**src/rtl/level_meter_pkg.sv**
```systemverilog
`default_nettype none
// ============================================================================
//  Module      : level_meter_pkg
//  Description : Shared constants and helpers for the level_meter block.
//                LEVEL_W      - width of the published level word.
//                abs_sample() - unsigned magnitude of a sign-extended sample.
//  Revision    : 1.0 - initial release
// ============================================================================
package level_meter_pkg;

    localparam int unsigned LEVEL_W = 32;

    // Input is a sample already sign-extended to LEVEL_W bits, so the most
    // negative SAMPLE_W value maps to 2**(SAMPLE_W-1) without wrapping. The
    // caller truncates the result back to SAMPLE_W bits, which is exact.
    function automatic logic [LEVEL_W-1:0] abs_sample(input logic signed [LEVEL_W-1:0] x);
        logic [LEVEL_W-1:0] mag;
        if (x[LEVEL_W-1]) begin
            mag = ~x + LEVEL_W'(1);
        end else begin
            mag = x;
        end
        return mag;
    endfunction

endpackage
`default_nettype wire

```
**src/rtl/level_abs.sv**
```systemverilog
`default_nettype none
// ============================================================================
//  Module      : level_abs
//  Description : First pipeline stage of level_meter. Registers the unsigned
//                magnitude of the incoming sample together with its valid and
//                end-of-window flags.
//  Ports       : clk            - system clock (rising edge)
//                rst            - synchronous active-high reset
//                clear_i        - drop the sample presented this cycle
//                sample_i       - signed two's-complement sample
//                sample_valid_i - sample_i qualified this cycle
//                last_i         - this accepted sample closes the window
//                abs_o          - registered |sample|
//                valid_o        - registered qualifier
//                last_o         - registered end-of-window flag
//  Revision    : 1.0 - initial release
// ============================================================================
module level_abs
    import level_meter_pkg::*;
#(
    parameter int unsigned SAMPLE_W = 16
) (
    input  logic                       clk,
    input  logic                       rst,
    input  logic                       clear_i,
    input  logic signed [SAMPLE_W-1:0] sample_i,
    input  logic                       sample_valid_i,
    input  logic                       last_i,
    output logic        [SAMPLE_W-1:0] abs_o,
    output logic                       valid_o,
    output logic                       last_o
);

    logic [SAMPLE_W-1:0] abs_q;
    logic                valid_q;
    logic                last_q;

    always_ff @(posedge clk) begin
        if (rst || clear_i) begin
            abs_q   <= '0;
            valid_q <= 1'b0;
            last_q  <= 1'b0;
        end else begin
            abs_q   <= SAMPLE_W'(abs_sample(LEVEL_W'(sample_i)));
            valid_q <= sample_valid_i;
            last_q  <= last_i;
        end
    end

    assign abs_o   = abs_q;
    assign valid_o = valid_q;
    assign last_o  = last_q;

endmodule
`default_nettype wire

```
**src/rtl/level_meter.sv**
```systemverilog
`default_nettype none
// ============================================================================
//  Module      : level_meter
//  Description : Windowed audio level meter. Sums |sample| (and optionally
//                tracks max |sample|) over windows of 2**WINDOW_LOG2 accepted
//                samples and publishes the result with a one-cycle pulse,
//                two cycles after the window's final sample.
//  Config      : LEVEL_METER_PEAK_EN - when defined, peak tracking is built
//                and drives peak_o; otherwise peak_o is constant zero.
//  Ports       : clk            - system clock (rising edge)
//                rst            - synchronous active-high reset
//                sample_i       - signed audio sample
//                sample_valid_i - sample_i qualified this cycle
//                clear_i        - restart the partial window
//                level_o        - sum of |sample| over last window
//                peak_o         - max |sample| over last window
//                level_valid_o  - one-cycle pulse on level/peak update
//  Revision    : 1.0 - initial release
// ============================================================================
module level_meter
    import level_meter_pkg::*;
#(
    parameter int unsigned SAMPLE_W    = 16,
    parameter int unsigned WINDOW_LOG2 = 10
) (
    input  logic                       clk,
    input  logic                       rst,
    input  logic signed [SAMPLE_W-1:0] sample_i,
    input  logic                       sample_valid_i,
    input  logic                       clear_i,
    output logic        [LEVEL_W-1:0]  level_o,
    output logic        [SAMPLE_W-1:0] peak_o,
    output logic                       level_valid_o
);

    localparam int unsigned ACC_W = SAMPLE_W + WINDOW_LOG2;

    generate
        if (ACC_W > LEVEL_W) begin : g_width_check
            $error("level_meter: SAMPLE_W + WINDOW_LOG2 must not exceed 32");
        end
    endgenerate

    // ------------------------------------------------------------------
    // Sample counter: clear discards the sample of the same cycle.
    // ------------------------------------------------------------------
    logic [WINDOW_LOG2-1:0] cnt_q;
    logic [WINDOW_LOG2-1:0] cnt_d;
    logic                   accept;
    logic                   last_d;

    assign accept = sample_valid_i && !clear_i;
    assign last_d = accept && (cnt_q == '1);

    always_comb begin
        cnt_d = cnt_q;
        if (clear_i) begin
            cnt_d = '0;
        end else if (sample_valid_i) begin
            cnt_d = cnt_q + WINDOW_LOG2'(1);
        end
    end

    always_ff @(posedge clk) begin
        if (rst) begin
            cnt_q <= '0;
        end else begin
            cnt_q <= cnt_d;
        end
    end

    // ------------------------------------------------------------------
    // Stage 1
    // ------------------------------------------------------------------
    logic [SAMPLE_W-1:0] abs_q;
    logic                valid_q;
    logic                last_q;

    level_abs #(
        .SAMPLE_W (SAMPLE_W)
    ) u_abs (
        .clk            (clk),
        .rst            (rst),
        .clear_i        (clear_i),
        .sample_i       (sample_i),
        .sample_valid_i (sample_valid_i),
        .last_i         (last_d),
        .abs_o          (abs_q),
        .valid_o        (valid_q),
        .last_o         (last_q)
    );

    // ------------------------------------------------------------------
    // Stage 2: accumulate and publish. A completion already in this stage
    // still publishes when clear_i is high; clear only wipes the partials.
    // ------------------------------------------------------------------
    logic [ACC_W-1:0]   acc_q;
    logic [ACC_W-1:0]   acc_d;
    logic [ACC_W-1:0]   sum;
    logic [LEVEL_W-1:0] level_q;
    logic [LEVEL_W-1:0] level_d;
    logic               lvalid_q;
    logic               lvalid_d;

    assign sum = acc_q + ACC_W'(abs_q);

    always_comb begin
        acc_d    = acc_q;
        level_d  = level_q;
        lvalid_d = 1'b0;
        if (valid_q) begin
            if (last_q) begin
                level_d  = LEVEL_W'(sum);
                acc_d    = '0;
                lvalid_d = 1'b1;
            end else begin
                acc_d = sum;
            end
        end
        if (clear_i) begin
            acc_d = '0;
        end
    end

    always_ff @(posedge clk) begin
        if (rst) begin
            acc_q    <= '0;
            level_q  <= '0;
            lvalid_q <= 1'b0;
        end else begin
            acc_q    <= acc_d;
            level_q  <= level_d;
            lvalid_q <= lvalid_d;
        end
    end

    assign level_o       = level_q;
    assign level_valid_o = lvalid_q;

`ifdef LEVEL_METER_PEAK_EN
    logic [SAMPLE_W-1:0] pk_q;
    logic [SAMPLE_W-1:0] pk_d;
    logic [SAMPLE_W-1:0] pk_max;
    logic [SAMPLE_W-1:0] peak_q;
    logic [SAMPLE_W-1:0] peak_d;

    assign pk_max = (abs_q > pk_q) ? abs_q : pk_q;

    always_comb begin
        pk_d   = pk_q;
        peak_d = peak_q;
        if (valid_q) begin
            if (last_q) begin
                peak_d = pk_max;
                pk_d   = '0;
            end else begin
                pk_d = pk_max;
            end
        end
        if (clear_i) begin
            pk_d = '0;
        end
    end

    always_ff @(posedge clk) begin
        if (rst) begin
            pk_q   <= '0;
            peak_q <= '0;
        end else begin
            pk_q   <= pk_d;
            peak_q <= peak_d;
        end
    end

    assign peak_o = peak_q;
`else
    assign peak_o = '0;
`endif

endmodule
`default_nettype wire

```
**config.mk**
```make
export PLATFORM = sky130hd
export DESIGN_NAME = level_meter
export DESIGN_NICKNAME = d
export VERILOG_FILES = /design/src/rtl/level_meter_pkg.sv /design/src/rtl/level_abs.sv /design/src/rtl/level_meter.sv
export SDC_FILE = /design/constraint.sdc
export NUM_CORES = 1
export LEC_CHECK = 0
export ABC_CLOCK_PERIOD_IN_PS = 2470
export BUFFER_PORTS_ARGS = -buffer_cell sky130_fd_sc_hd__buf_4
export CAP_MARGIN = 15
export CORE_MARGIN = 3
export CORE_UTILIZATION = 45
export CTS_CLUSTER_DIAMETER = 50
export DETAILED_ROUTE_END_ITERATION = 10
export PLACE_DENSITY_LB_ADDON = 0.3
export SLEW_MARGIN = 15
export SYNTH_ARGS = -nofsm -noshare
export SYNTH_HDL_FRONTEND = slang
export SYNTH_SLANG_ARGS = --single-unit
```
**constraint.sdc**
```tcl
create_clock -name clk -period 2.47 [get_ports clk]
set_clock_uncertainty 0.05 [all_clocks]
set_input_delay 0.247 -clock clk [delete_from_list [all_inputs] [get_ports clk]]
set_output_delay 0.247 -clock clk [all_outputs]
set_load 0.03 [all_outputs]
```
==> results.py <==
metrics = {
    "pwr": {
        "p_clk_share_pct": 41.4,
        "share_seq_of_total_power_pct": 49.2,
        "power_per_cell_area_nw_per_um2": 490,
        "leakagePower_nw": 2.24,
        "peakVddDrop_mv": 0.333,
        "switching_share_pct": 26.3,
        "finalPower_mw": 2.70,
        "combPwrFrac_pct": 9.4,
        "internal_power_mw": 1.99,
        "p_sw_uw": 711,
    },
    "cells_and_area": {
        "fin_nets": 665,
        "area_growth_pct": 21.9,
        "register_area_um2": 1620,
        "multiInputGateArea_um2": 2770,
        "drive_gt1_share_pct": 21.7,
        "n_antenna_cell": 0,
        "n_fill_cell": 870,
    },
    "timing": {
        "finalSetupTns_ns": 0,
        "clock.fmax_mhz": 409,
        "maxSlewViolCount": 0,
        "hold_violations": 0,
        "tightest_slew_ns": 0.822,
        "period_minus_slack_ns": 2.45,
        "setup_violations": 0,
        "relSlewSlack_pct": 44.9,
        "period_share_pct": 99.1,
        "fin_ws_ns": 0.0233,
        "rsz0062_at_grt": "yes",
    },
    "route": {
        "ant_nets": 0,
        "drt_iter0_drc": 199,
        "vias": 4298,
        "avgViaCountPerCell": 5.66,
        "routed_wl_mm": 12.2,
        "drc_errors": 0,
        "firstDrtPassIters": 5,
        "wire_per_inst_um": 16.1,
    },
    "floorplanning": {
        "die_w_um": 106,
        "core-area_um2": 9500,
        "die-area_um2": 11300,
        "io_pins": 69,
        "start_util_pct": 47.6,
        "die_y_um": 106,
        "rows": 35,
    },
    "synth": {
        "synthFlopType": "dfxtp_1",
        "netlist_instances": 558,
        "synth_common_cells": "dfxtp_1, nand2_1, nor2_1, o21ai_0, nand3_1",
        "synthesis.area_um2": 4520,
        "yosysMostFrequentCell": "dfxtp_1",
        "async_flop_share_pct": 0,
        "yosysTopAreaCell": "dfxtp_1",
        "yosys_warnings": 0,
        "syn_avg_cell_area_um2": 8.11,
        "synth-edff-count": 0,
        "seq_area_frac_synth_pct": 35.9,
        "synth_area_leaders": "dfxtp_1, ha_1, nand2_1",
        "synth.distinct_cells": 51,
        "ys_ff_latch": 81,
        "synth_top_cell_area_share_pct": 35.9,
    },
    "worst_setup_path": {
        "cp-end-kind": "register",
        "crit_family": "compound AO/OA/AOI/OAI gates",
        "slowest_stage": "fa_2",
        "worstSetupPathType": "register to register",
        "crit_chain": "ha_4 > fa_2 > a21o_1 > a221oi_4 > a211o_1 > a21o_1 > mux2i_1 > nand2_1",
        "crit_buf_inv": 0,
        "cpMostUsedCell": "a21o_1",
        "cp.depth": 8,
        "critPathLaunchType": "register",
        "worstPathMaxFanout": 4,
        "slowest_delay_ns": 0.38,
        "worstPathArrival_ns": 2.63,
        "crit_required_ns": 2.66,
        "r2r.worst_path.cells": 8,
    },
    "placed_design": {
        "dp_slack_ns": -0.0399,
        "port_buffers": 46,
        "gp_congestion": 0.952,
        "dp_hpwl_mm": 8.55,
    },
    "run": {
        "drv_cap": 0,
    },
    "global_route": {
        "overflow": 0,
        "grt_start_max_net_pins": 42,
        "grt_pass1_vias": 4085,
        "grt_first_pass_wirelength_mm": 19.4,
        "antenna_found_initial": 0,
        "track_usage_pct": 21.2,
    },
    "cts": {
        "worstSkewPairLatency_ns": 0.36,
        "cts_buffers": 9,
        "cts_tree": "yes",
        "path_clk_slew_ns": 0.09,
        "clockBufferDepth": 2,
        "cts_root_buffer": "clkbuf_8",
        "cts.sinks": 81,
        "htree_num_levels": 3,
        "cts_hold_buf": 0,
    },
    "status": {
        "run_status": "complete, no violations",
    },
    "worst_hold_path": {
        "whs_path_depth": 2,
        "hp-class": "input port to register",
    },
}
==> worst register-to-register path, stage by stage (launching register included) <==
cell and delay [ns]:
dfxtp_2 0.35, ha_4 0.16, fa_2 0.38, a21o_1 0.23, a221oi_4 0.32, a211o_1 0.29
a21o_1 0.18, mux2i_1 0.30, nand2_1 0.08
==> registers in the layout (all words and copies together), names as in the netlist <==
| register | cells |
|---|---|
| acc_q | 26 |
| level_o | 26 |
| u_abs.abs_o | 16 |
| cnt_q | 10 |
| level_valid_o | 1 |
| u_abs.last_o | 1 |
| u_abs.valid_o | 1 |
==> repair_timing <==
item                       4_1_cts  5_1_grt
cloned                           0        1
resized for setup                3       26
pin swaps                        3       24
setup endpoints to repair       11       12
buffers inserted                 2        6
==> power by group through the flow <==
stage	clock, mW	combinational [mW]	sequential, mW
after floorplan	0	0.187	1.36
after global placement	0	0.243	1.36
after detailed placement	0	0.246	1.36
after CTS	1.14	0.247	1.33
after global routing	1.19	0.275	1.33
final	1.12	0.254	1.33
==> final cells by class <==
| type | count | area share [%] |
|---|---|---|
| Clock buffer | 9 | 2.25 |
| Clock inverter | 7 | 1.93 |
| Inverter | 10 | 0.681 |
| Multi-Input combinational cell | 434 | 50.1 |
| Sequential cell | 81 | 29.5 |
| Tap cell | 129 | 2.93 |
| Timing Repair Buffer | 90 | 12.6 |
==> through the flow <==
step                hold WS [ns]  cells  cell area, µm²  utilization, %
global placement           0.397    735            5090            53.6
global route              0.0883    760            5510            58.0
floorplan                  0.319    579            4600               -
finish                    0.0942    760            5510            58.0
detailed placement         0.400    735            5090            53.6
CTS                       0.0770    753            5350            56.3
==> metal layers <==
| layer | wire (µm) | GRT usage, % | share of wire [%] |
|---|---|---|---|
| met5 | 0 | 0 | 0 |
| met1 | 5300 | 26.2 | 43 |
| met4 | 324 | 9.62 | 2.7 |
| met2 | 5810 | 35.2 | 48 |
| met3 | 779 | 4.49 | 6.4 |
==> final timing paths <==
kind | startpoint | to | slack (ns)
max | acc_q[0] | acc_q[12] | 0.02
min | sample_valid_i | u_abs.valid_o | 0.09
max reg2reg | acc_q[0] | acc_q[12] | 0.02
min reg2reg | level_o[1] | level_o[1] | 0.41
==> logic make-up (layout without fill, tap and decap cells) <==
kind of cell,Yosys count,count (layout),share of synthesized area [%]
simple gates,226,226,24.3
compound gates,127,128,19.0
flops,81,81,35.9
buf+inv,65,116,7.55
xor+xnor,31,31,6.00
fa+ha+maj,19,19,5.42
mux,8,8,1.77
other cells,1,22,0.0829
==> cells in the final DEF (no fill, tap or decap), drive strengths merged, types with 8 or more instances in the layout <==
cell type  synthesis  final
or3               12     12
a211oi            11     11
clkbuf            19      9
ha                18     18
nor3              12     12
a21oi             26     26
xnor2              9      9
nand4             14     14
o21ai             34     34
nand2             59     59
and3              10     10
inv                8     12
xor2              22     22
mux2i              8      8
conb               1     22
nor2              58     58
nand3             32     32
dfxtp             81     81
buf               36     90
(Power assumes the default switching activity.)
